==> config.mk <==
export PLATFORM = sky130hd
export DESIGN_NAME = serial_tx_scheduler
export DESIGN_NICKNAME = d
export VERILOG_FILES = /design/src/rtl/serial_tx_scheduler.sv
export SDC_FILE = /design/constraint.sdc
export NUM_CORES = 1
export LEC_CHECK = 0
export ABC_CLOCK_PERIOD_IN_PS = 2250
export CORE_AREA = 2 2 88 90
export CTS_CLUSTER_SIZE = 28
export DETAILED_ROUTE_END_ITERATION = 10
export DIE_AREA = 0 0 90 92
export DONT_BUFFER_PORTS = 1
export SLEW_MARGIN = 20
export SYNTH_ARGS = -nofsm -noshare
export SYNTH_HDL_FRONTEND = slang
export SYNTH_SLANG_ARGS = --single-unit
==> constraint.sdc <==
create_clock -name clk -period 2.25 [get_ports clk]
set_input_delay 0.45 -clock clk [delete_from_list [all_inputs] [get_ports clk]]
set_output_delay 0.45 -clock clk [all_outputs]
set_load 0.01 [all_outputs]
==> src/rtl/serial_tx_scheduler.sv <==
// Round-robin front end that shares one serial transmitter between NUM_REQ byte
// requesters, tracks each frame to completion or timeout and enforces an idle gap.
module serial_tx_scheduler #(
    parameter int NUM_REQ        = 4,
    parameter int GAP_CYCLES     = 2,
    parameter int TIMEOUT_CYCLES = 4096,
    localparam int IDW           = (NUM_REQ > 1) ? $clog2(NUM_REQ) : 1
) (
    input  logic                 clk,
    input  logic                 rst_n,
    input  logic [NUM_REQ-1:0]   req,
    input  logic [8*NUM_REQ-1:0] req_data,
    output logic [NUM_REQ-1:0]   ack,
    output logic [NUM_REQ-1:0]   cmpl,
    output logic                 cmpl_err,
    output logic                 active,
    output logic [IDW-1:0]       grant_id,
    output logic                 tx_start,
    output logic [7:0]           tx_data,
    input  logic                 tx_busy,
    input  logic                 tx_done
);

    localparam int                 TOW     = $clog2(TIMEOUT_CYCLES);
    localparam logic [TOW-1:0]     TO_LAST = TOW'(TIMEOUT_CYCLES - 1);
    localparam logic [7:0]         GAP_LAST = 8'(GAP_CYCLES - 1);
    localparam logic               NO_GAP  = (GAP_CYCLES == 0) ? 1'b1 : 1'b0;
    localparam logic [IDW-1:0]     LAST_ID = IDW'(NUM_REQ - 1);
    localparam logic [NUM_REQ-1:0] ONE_ID  = NUM_REQ'(1);

    typedef enum logic [1:0] {
        ST_IDLE   = 2'd0,
        ST_LAUNCH = 2'd1,
        ST_WAIT   = 2'd2,
        ST_GAP    = 2'd3
    } state_t;

    state_t             state_r, state_s;
    logic [IDW-1:0]     rr_ptr_r, rr_ptr_s;
    logic [TOW-1:0]     to_cnt_r, to_cnt_s;
    logic [7:0]         gap_cnt_r, gap_cnt_s;
    logic [NUM_REQ-1:0] ack_r, ack_s;
    logic [NUM_REQ-1:0] cmpl_r, cmpl_s;
    logic               cmpl_err_r, cmpl_err_s;
    logic               active_r, active_s;
    logic [IDW-1:0]     grant_id_r, grant_id_s;
    logic               tx_start_r, tx_start_s;
    logic [7:0]         tx_data_r, tx_data_s;

    logic [IDW-1:0]     cand_s;
    logic [IDW-1:0]     win_s;
    logic               found_s;

    // Round-robin search: first set request at or above rr_ptr, wrapping to 0.
    always_comb begin
        cand_s  = '0;
        win_s   = '0;
        found_s = 1'b0;
        for (int j = 0; j < NUM_REQ; j++) begin
            cand_s = IDW'((int'(rr_ptr_r) + j) % NUM_REQ);
            if (!found_s && req[cand_s]) begin
                found_s = 1'b1;
                win_s   = cand_s;
            end else begin
                found_s = found_s;
            end
        end
    end

    // Next-state and registered-output logic for the grant/track/gap sequence.
    always_comb begin
        state_s    = state_r;
        rr_ptr_s   = rr_ptr_r;
        to_cnt_s   = to_cnt_r;
        gap_cnt_s  = gap_cnt_r;
        ack_s      = '0;
        cmpl_s     = '0;
        cmpl_err_s = 1'b0;
        active_s   = active_r;
        grant_id_s = grant_id_r;
        tx_start_s = 1'b0;
        tx_data_s  = tx_data_r;

        case (state_r)
            ST_IDLE: begin
                if (!tx_busy && found_s) begin
                    tx_data_s  = req_data[{win_s, 3'b000} +: 8];
                    grant_id_s = win_s;
                    ack_s      = ONE_ID << win_s;
                    tx_start_s = 1'b1;
                    active_s   = 1'b1;
                    to_cnt_s   = '0;
                    rr_ptr_s   = (win_s == LAST_ID) ? '0 : win_s + IDW'(1);
                    state_s    = ST_LAUNCH;
                end else begin
                    active_s = 1'b0;
                end
            end
            ST_LAUNCH, ST_WAIT: begin
                // A done still high from the previous frame only counts once busy was seen.
                if ((state_r == ST_WAIT) && tx_done && !tx_busy) begin
                    cmpl_s     = ONE_ID << grant_id_r;
                    cmpl_err_s = 1'b0;
                    gap_cnt_s  = '0;
                    if (NO_GAP) begin
                        state_s  = ST_IDLE;
                        active_s = 1'b0;
                    end else begin
                        state_s = ST_GAP;
                    end
                end else if (to_cnt_r == TO_LAST) begin
                    cmpl_s     = ONE_ID << grant_id_r;
                    cmpl_err_s = 1'b1;
                    gap_cnt_s  = '0;
                    if (NO_GAP) begin
                        state_s  = ST_IDLE;
                        active_s = 1'b0;
                    end else begin
                        state_s = ST_GAP;
                    end
                end else begin
                    to_cnt_s = to_cnt_r + TOW'(1);
                    if (tx_busy) begin
                        state_s = ST_WAIT;
                    end else begin
                        state_s = state_r;
                    end
                end
            end
            ST_GAP: begin
                if (gap_cnt_r == GAP_LAST) begin
                    state_s  = ST_IDLE;
                    active_s = 1'b0;
                end else begin
                    gap_cnt_s = gap_cnt_r + 8'd1;
                end
            end
            default: begin
                state_s  = ST_IDLE;
                active_s = 1'b0;
            end
        endcase
    end

    // State, counters and outputs; reset aborts any frame without a completion.
    always_ff @(posedge clk or negedge rst_n) begin
        if (!rst_n) begin
            state_r    <= ST_IDLE;
            rr_ptr_r   <= '0;
            to_cnt_r   <= '0;
            gap_cnt_r  <= 8'd0;
            ack_r      <= '0;
            cmpl_r     <= '0;
            cmpl_err_r <= 1'b0;
            active_r   <= 1'b0;
            grant_id_r <= '0;
            tx_start_r <= 1'b0;
            tx_data_r  <= 8'd0;
        end else begin
            state_r    <= state_s;
            rr_ptr_r   <= rr_ptr_s;
            to_cnt_r   <= to_cnt_s;
            gap_cnt_r  <= gap_cnt_s;
            ack_r      <= ack_s;
            cmpl_r     <= cmpl_s;
            cmpl_err_r <= cmpl_err_s;
            active_r   <= active_s;
            grant_id_r <= grant_id_s;
            tx_start_r <= tx_start_s;
            tx_data_r  <= tx_data_s;
        end
    end

    assign ack      = ack_r;
    assign cmpl     = cmpl_r;
    assign cmpl_err = cmpl_err_r;
    assign active   = active_r;
    assign grant_id = grant_id_r;
    assign tx_start = tx_start_r;
    assign tx_data  = tx_data_r;

endmodule

==> results of run 1 <==
-- metrics by stage --
stage / util / hold slack (ps) / total power [mW] / std cells
finish: 0.3784 / 351.9 / 3.229 / 370
global route: 0.3784 / 344.2 / 3.497 / 370
CTS: 0.3752 / 341.4 / 3.200 / 370
detailed placement: 0.3579 / 156.0 / 2.639 / 360
global placement: 0.3579 / 156.2 / 2.609 / 360
floorplan: - / 154.4 / 2.277 / 258
-- final timing paths --
| kind | from | to | cells after the start |
|---|---|---|---|
| max in group asynchronous | rst_n | to_cnt_r[8] | 2 |
| min in group asynchronous | rst_n | cmpl_err | 2 |
| hold / removal | req_data[10] | tx_data[2] | 2 |
| setup / recovery | state_r[0] | to_cnt_r[11] | 6 |
| hold reg to reg | to_cnt_r[0] | to_cnt_r[0] | 1 |
| setup reg to reg | state_r[0] | to_cnt_r[11] | 6 |
-- timing repair --
action                                  in CTS  in global routing
gates resized for setup                      0                  3
endpoints found under the hold margin       45                  0
endpoints found under the setup margin       0                  4
hold buffers                                 2                  0
-- registers in the layout (all words and copies together) (netlist names) --
register,count
grant_id,2
to_cnt_r,12
tx_data,8
state_r,2
ack,4
gap_cnt_r,8
cmpl_err,1
active,1
cmpl,4
rr_ptr_r,2
tx_start,1
-- layer usage --
layer | part of all wire | up-vias | global-route usage
met5 | 0 | - | 0
met4 | 0.023 | 0 | 0.05513
met3 | 0.078 | 10 | 0.03862
met2 | 0.46 | 76 | 0.2274
met1 | 0.43 | 944 | 0.1764
li1 | - | 985 | -
-- cell usage after synthesis, drive strengths merged, types with 4 or more instances --
cell type / number / area [um^2]
dfrtp: 45 / 1126
nand2: 20 / 75.07
o21ai: 17 / 85.08
nor2: 15 / 56.30
a21oi: 11 / 58.81
mux2i: 11 / 113.9
inv: 10 / 37.54
o22ai: 10 / 62.56
nand3: 9 / 45.04
a211oi: 8 / 60.06
a21boi: 8 / 60.06
ha: 8 / 100.1
nand4: 7 / 50.05
nor3: 7 / 40.04
clkbuf: 5 / 18.77
nor4: 5 / 31.28
o31ai: 5 / 37.54
or3: 5 / 31.28
and3: 4 / 25.02
buf: 4 / 22.52
or4: 4 / 30.03
xnor2: 4 / 35.03
-- power groups by stage --
stage / clock, mW / combinational, mW / sequential (mW)
final: 0.515 / 1.43 / 1.28
after detailed placement: 0 / 1.34 / 1.30
after CTS: 0.544 / 1.37 / 1.28
after global routing: 0.562 / 1.62 / 1.32
after floorplan: 0 / 1.05 / 1.22
after global placement: 0 / 1.31 / 1.30
-- layout make-up --
cell class                 count  share of cell area
inverter                      10             0.01332
timing repair buffer          11             0.03730
tap                          102             0.04529
clock inverter                 3            0.007993
multi-input combinational    194              0.4720
clock buffer                   5             0.02442
sequential                    45              0.3996
-- worst max-delay path: stages (launching register included) --
cell	delay, ps
dfrtp_1	410
inv_1	120
ha_4	230
mux2i_2	210
or3_4	450
or4_1	470
a21oi_1	150
-- cells by family (layout without fill, tap and decap cells) --
family          count (synthesis)  after routing  share of synthesized area
compound gates                 73             73                     0.1948
mux                            13             13                    0.05431
buf+inv                        19             29                    0.03139
xor+xnor                        5              5                    0.01744
fa+ha+maj                       8              8                    0.03986
simple gates                   95             95                     0.2138
flops                          45             45                     0.4484
==> reports/qor.txt, run 1 <==
Sw Share: 0.4261
1st-iter DRT viols: 192
GRT Total Usage: 0.1396
Routed WL: 5.720 mm
Clock power share: 0.159
Critical path required time: 2480 ps
DRT Pass-1 Iters: 4
Net Count, Synth: 306
Commonest non-fill, non-tap cell in the layout: dfrtp_1
Net count, final: 315
Largest net degree at the start of global routing: 46
DRC Markers: 0
Design Area, Final: 2818 um^2
Vias in the first global route: 1890
Diode count: 0
P&R area growth vs syn: 12.21%
Hold/Removal Path Class: in -> reg
Routed vias: 2015
CP Launch Type: register
Antenna-violating nets left: 0
Fin worst setup slack: 139.6 ps
Initial Util: 0.3372
Die Ht: 92 um
Multi-input gate area: 1330 um^2
Core Area: 7447 um^2
Layout cells sized above 1: 0.1119
PortBufs: 0
Status: completed
CTS tree: done
# rows: 32
Setup CP Type: reg -> reg
CTS Root Cell: clkbuf_8
H-tree Lvls: 2
Max frequency: 473.8 MHz
Clk_lat worst skew: 300 ps
FF+latch count, synth: 45
Avg Cell Area, Syn: 9.733 um^2
Max-slew violations: 0
CP max FO: 9
Synth async-reset ratio: 1.000
Area occupied by registers: 1126 um^2
Most frequent cells in the layout: dfrtp_1, nand2_1, nor2_1
IO Count: 61
Sequential Power Share: 0.398
Slew @ Worst Pin: 511.8 ps
Worst vdd ir: 476.9 uV
RSZ-0062 raised after global routing: no
Total negative slack: 0 ps
DP Area: 2665 um^2
Synth Instances: 258
Antenna violations before repair: 0
Static leakage: 1.213 nW
Relative slew slack: 0.6565
Post-synth cell types: 49
Num CTS Buffers: 5
Postcts setup bufs: 0
Sequential share of the synthesized area: 0.4484
Post-synth EDFFs: 0
Period utilization: 0.9380
Max_cap viols: 0
DP HPWL: 4.107 mm
Post-Syn Area: 2511 um^2
Part of the power in combinational logic: 0.443
Reg clk slew, reported paths: 90 ps
Setup slack, reg-to-reg: 140 ps
Final setup fails: 0
Total grt overflow: 0
Clk sinks: 45
Setup WS pre-CTS: 48.34 ps
Die area: 8280 um^2
First-pass GRT wire length: 9.404 mm
PD cells: 1146 nW/um^2
Critical Path End Type: register
Sw power: 1.376 mW
DR WL/cell: 15.46 um
Vias/cell: 5.446
Int Pwr: 1.853 mW
Critical path arrival: 2340 ps
RePlAce Congestion: 0.8595
Tmin final: 2110 ps
Final Hold Vio Count: 0
Top FF cell, synth: dfrtp_1
Fillers: 786
Maximum clock insertion buffer count: 2
Syn. warnings: 0
Chip width: 90 um
Layout Skew: 7.335 ps
No activity file was read; power rests on OpenSTA's default activity.
==> run 2: changes to the inputs <==
--- a/config.mk
+++ b/config.mk
@@ -6,11 +6,12 @@
 export NUM_CORES = 1
 export LEC_CHECK = 0
 export ABC_CLOCK_PERIOD_IN_PS = 2250
-export CORE_AREA = 2 2 88 90
+export CORE_AREA = 2 2 74 76
 export CTS_CLUSTER_SIZE = 28
 export DETAILED_ROUTE_END_ITERATION = 10
-export DIE_AREA = 0 0 90 92
+export DIE_AREA = 0 0 76 78
 export DONT_BUFFER_PORTS = 1
+export PLACE_DENSITY = 0.67
 export SLEW_MARGIN = 20
 export SYNTH_ARGS = -nofsm -noshare
 export SYNTH_HDL_FRONTEND = slang
==> reports/qor.txt, run 2 (synthesis results as in run 1) <==
Status: completed (unchanged)
DR WL/cell: 16.37 um (was 15.46 um)
Max-slew violations: 0 (unchanged)
IO Count: 61 (unchanged)
DRT Pass-1 Iters: 4 (unchanged)
First-pass GRT wire length: 9.280 mm (was 9.404 mm)
Die Ht: 78 um (was 92 um)
RSZ-0062 raised after global routing: no (unchanged)
Antenna violations before repair: 0 (unchanged)
DRC Markers: 0 (unchanged)
Net count, final: 315 (unchanged)
Maximum clock insertion buffer count: 2 (unchanged)
Chip width: 76 um (was 90 um)
M1 WL: 2.459 mm (was 2.479 mm)
Reg with most FFs: to_cnt_r (unchanged)
Largest net degree at the start of global routing: 46 (unchanged)
Most frequent cells in the layout: dfrtp_1, nand2_1, nor2_1 (unchanged)
Relative slew slack: 0.6702 (was 0.6565)
Critical path arrival: 2400 ps (was 2340 ps)
Critical path required time: 2470 ps (was 2480 ps)
PortBufs: 0 (unchanged)
RePlAce Congestion: 0.9198 (was 0.8595)
Fillers: 442 (was 786)
Max_cap viols: 0 (unchanged)
Static leakage: 1.232 nW (was 1.213 nW)
Number of non-filler instances in the completed layout: 338 (was 370)
Placed Cells incl. Taps: 327 (was 360)
CP max FO: 9 (unchanged)
DP HPWL: 3.853 mm (was 4.107 mm)
Met2 wire length: 2.638 mm (was 2.658 mm)
Diode count: 0 (unchanged)
Top sig layer: met4 (unchanged)
Commonest non-fill, non-tap cell in the layout: dfrtp_1 (unchanged)
Layout Skew: 9.542 ps (was 7.335 ps)
Vias in the first global route: 1964 (was 1890)
Reg clk slew, reported paths: 90 ps (about the same)
Total grt overflow: 0 (unchanged)
Worst vdd ir: 569.7 uV (was 476.9 uV)
H-tree Lvls: 2 (unchanged)
Number of flip-flops in the largest register: 12 (unchanged)
# rows: 26 (was 32)
GRT Total Usage: 0.1935 (was 0.1396)
Tmin final: 2172 ps (was 2110 ps)
Clk_lat worst skew: 300 ps (about the same)
Hold/Removal Path Class: in -> reg (unchanged)
Num CTS Buffers: 5 (unchanged)
Antenna-violating nets left: 0 (unchanged)
Period utilization: 0.9655 (was 0.9380)
PD cells: 1210 nW/um^2 (was 1146 nW/um^2)
Vias/cell: 6.036 (was 5.446)
Critical Path End Type: register (unchanged)
Routed vias: 2040 (was 2015)
Final setup fails: 0 (unchanged)
Initial Util: 0.4980 (was 0.3372)
Layout cells sized above 1: 0.1119 (unchanged)
Max frequency: 460.3 MHz (was 473.8 MHz)
Die area: 5928 um^2 (was 8280 um^2)
Metal3 WL: 331 um (was 449 um)
Clk sinks: 45 (unchanged)
Routed WL: 5.533 mm (was 5.720 mm)
Power, Total: 3.416 mW (was 3.229 mW)
Setup CP Type: reg -> reg (unchanged)
P&R area growth vs syn: 12.46% (was 12.21%)
CP Launch Type: register (unchanged)
CTS tree: done (unchanged)
Slew @ Worst Pin: 491.0 ps (was 511.8 ps)
Core Area: 5042 um^2 (was 7447 um^2)
1st-iter DRT viols: 94 (was 192)
CTS Root Cell: clkbuf_8 (unchanged)
Final Hold Vio Count: 0 (unchanged)
-- run 2: per-stage QoR --
stage | TNS [ps] | setup WS, ps | hold slack, ps | utilization | area, um^2
2_1_floorplan | 0 | 128.0 | 154.4 | - | 2511
3_3_place_gp | 0 | 119.3 | 155.6 | 0.5191 | 2618
3_5_place_dp | 0 | 24.58 | 155.8 | 0.5191 | 2618
4_1_cts | -10.49 | -10.49 | 336.7 | 0.5538 | 2793
5_1_grt | 0 | 3.912 | 368.2 | 0.5601 | 2824
6_report | 0 | 77.57 | 350.4 | 0.5601 | 2824
-- run 2: cell type report --
cell class,instances,area (um^2),area share
clock buffer,5,68.82,0.02437
clock inverter,3,68.82,0.02437
inverter,10,37.54,0.01329
multi-input combinational,194,1330,0.4710
sequential,45,1126,0.3988
tap,70,87.58,0.03101
timing repair buffer,11,105.1,0.03722
-- run 2: layer usage --
layer | track usage | up-vias
met5 | 0 | -
met4 | 0.06909 | 0
met3 | 0.04767 | 11
met2 | 0.3214 | 70
met1 | 0.2472 | 968
li1 | - | 991
-- run 2: worst max-delay path: stages, from the launching register on --
cell and delay [ps]:
dfrtp_1 390, inv_1 80, ha_1 280, inv_1 170, a21oi_2 100, or3_4 450, or4_1 470, a21oi_1 160
-- run 2: power breakdown --
part / switching, mW / internal, mW
Combinational: 0.828 / 0.572
Clock: 0.290 / 0.447
Sequential: 0.257 / 1.02
Total: 1.38 / 2.04
-- run 2: final timing paths --
| kind | slack (ps) | endpoint | depth (start not counted) | startpoint |
|---|---|---|---|---|
| max in group asynchronous | 1390 | ack[0] | 2 | rst_n |
| worst min-delay path | 350 | tx_data[2] | 2 | req_data[10] |
| worst max-delay path | 80 | to_cnt_r[11] | 7 | state_r[1] |
| worst max register to register | 80 | to_cnt_r[11] | 7 | state_r[1] |
| worst min register to register | 530 | rr_ptr_r[0] | 2 | rr_ptr_r[0] |
| min in group asynchronous | 650 | gap_cnt_r[3] | 2 | rst_n |
-- run 2: repair_timing --
item	CTS	global route
resized for setup	0	4
setup endpoints to repair	1	6
setup buffers	0	1
cloned	0	0
endpoints found under the hold margin	45	0
pin swaps	0	1
hold buffers	2	0
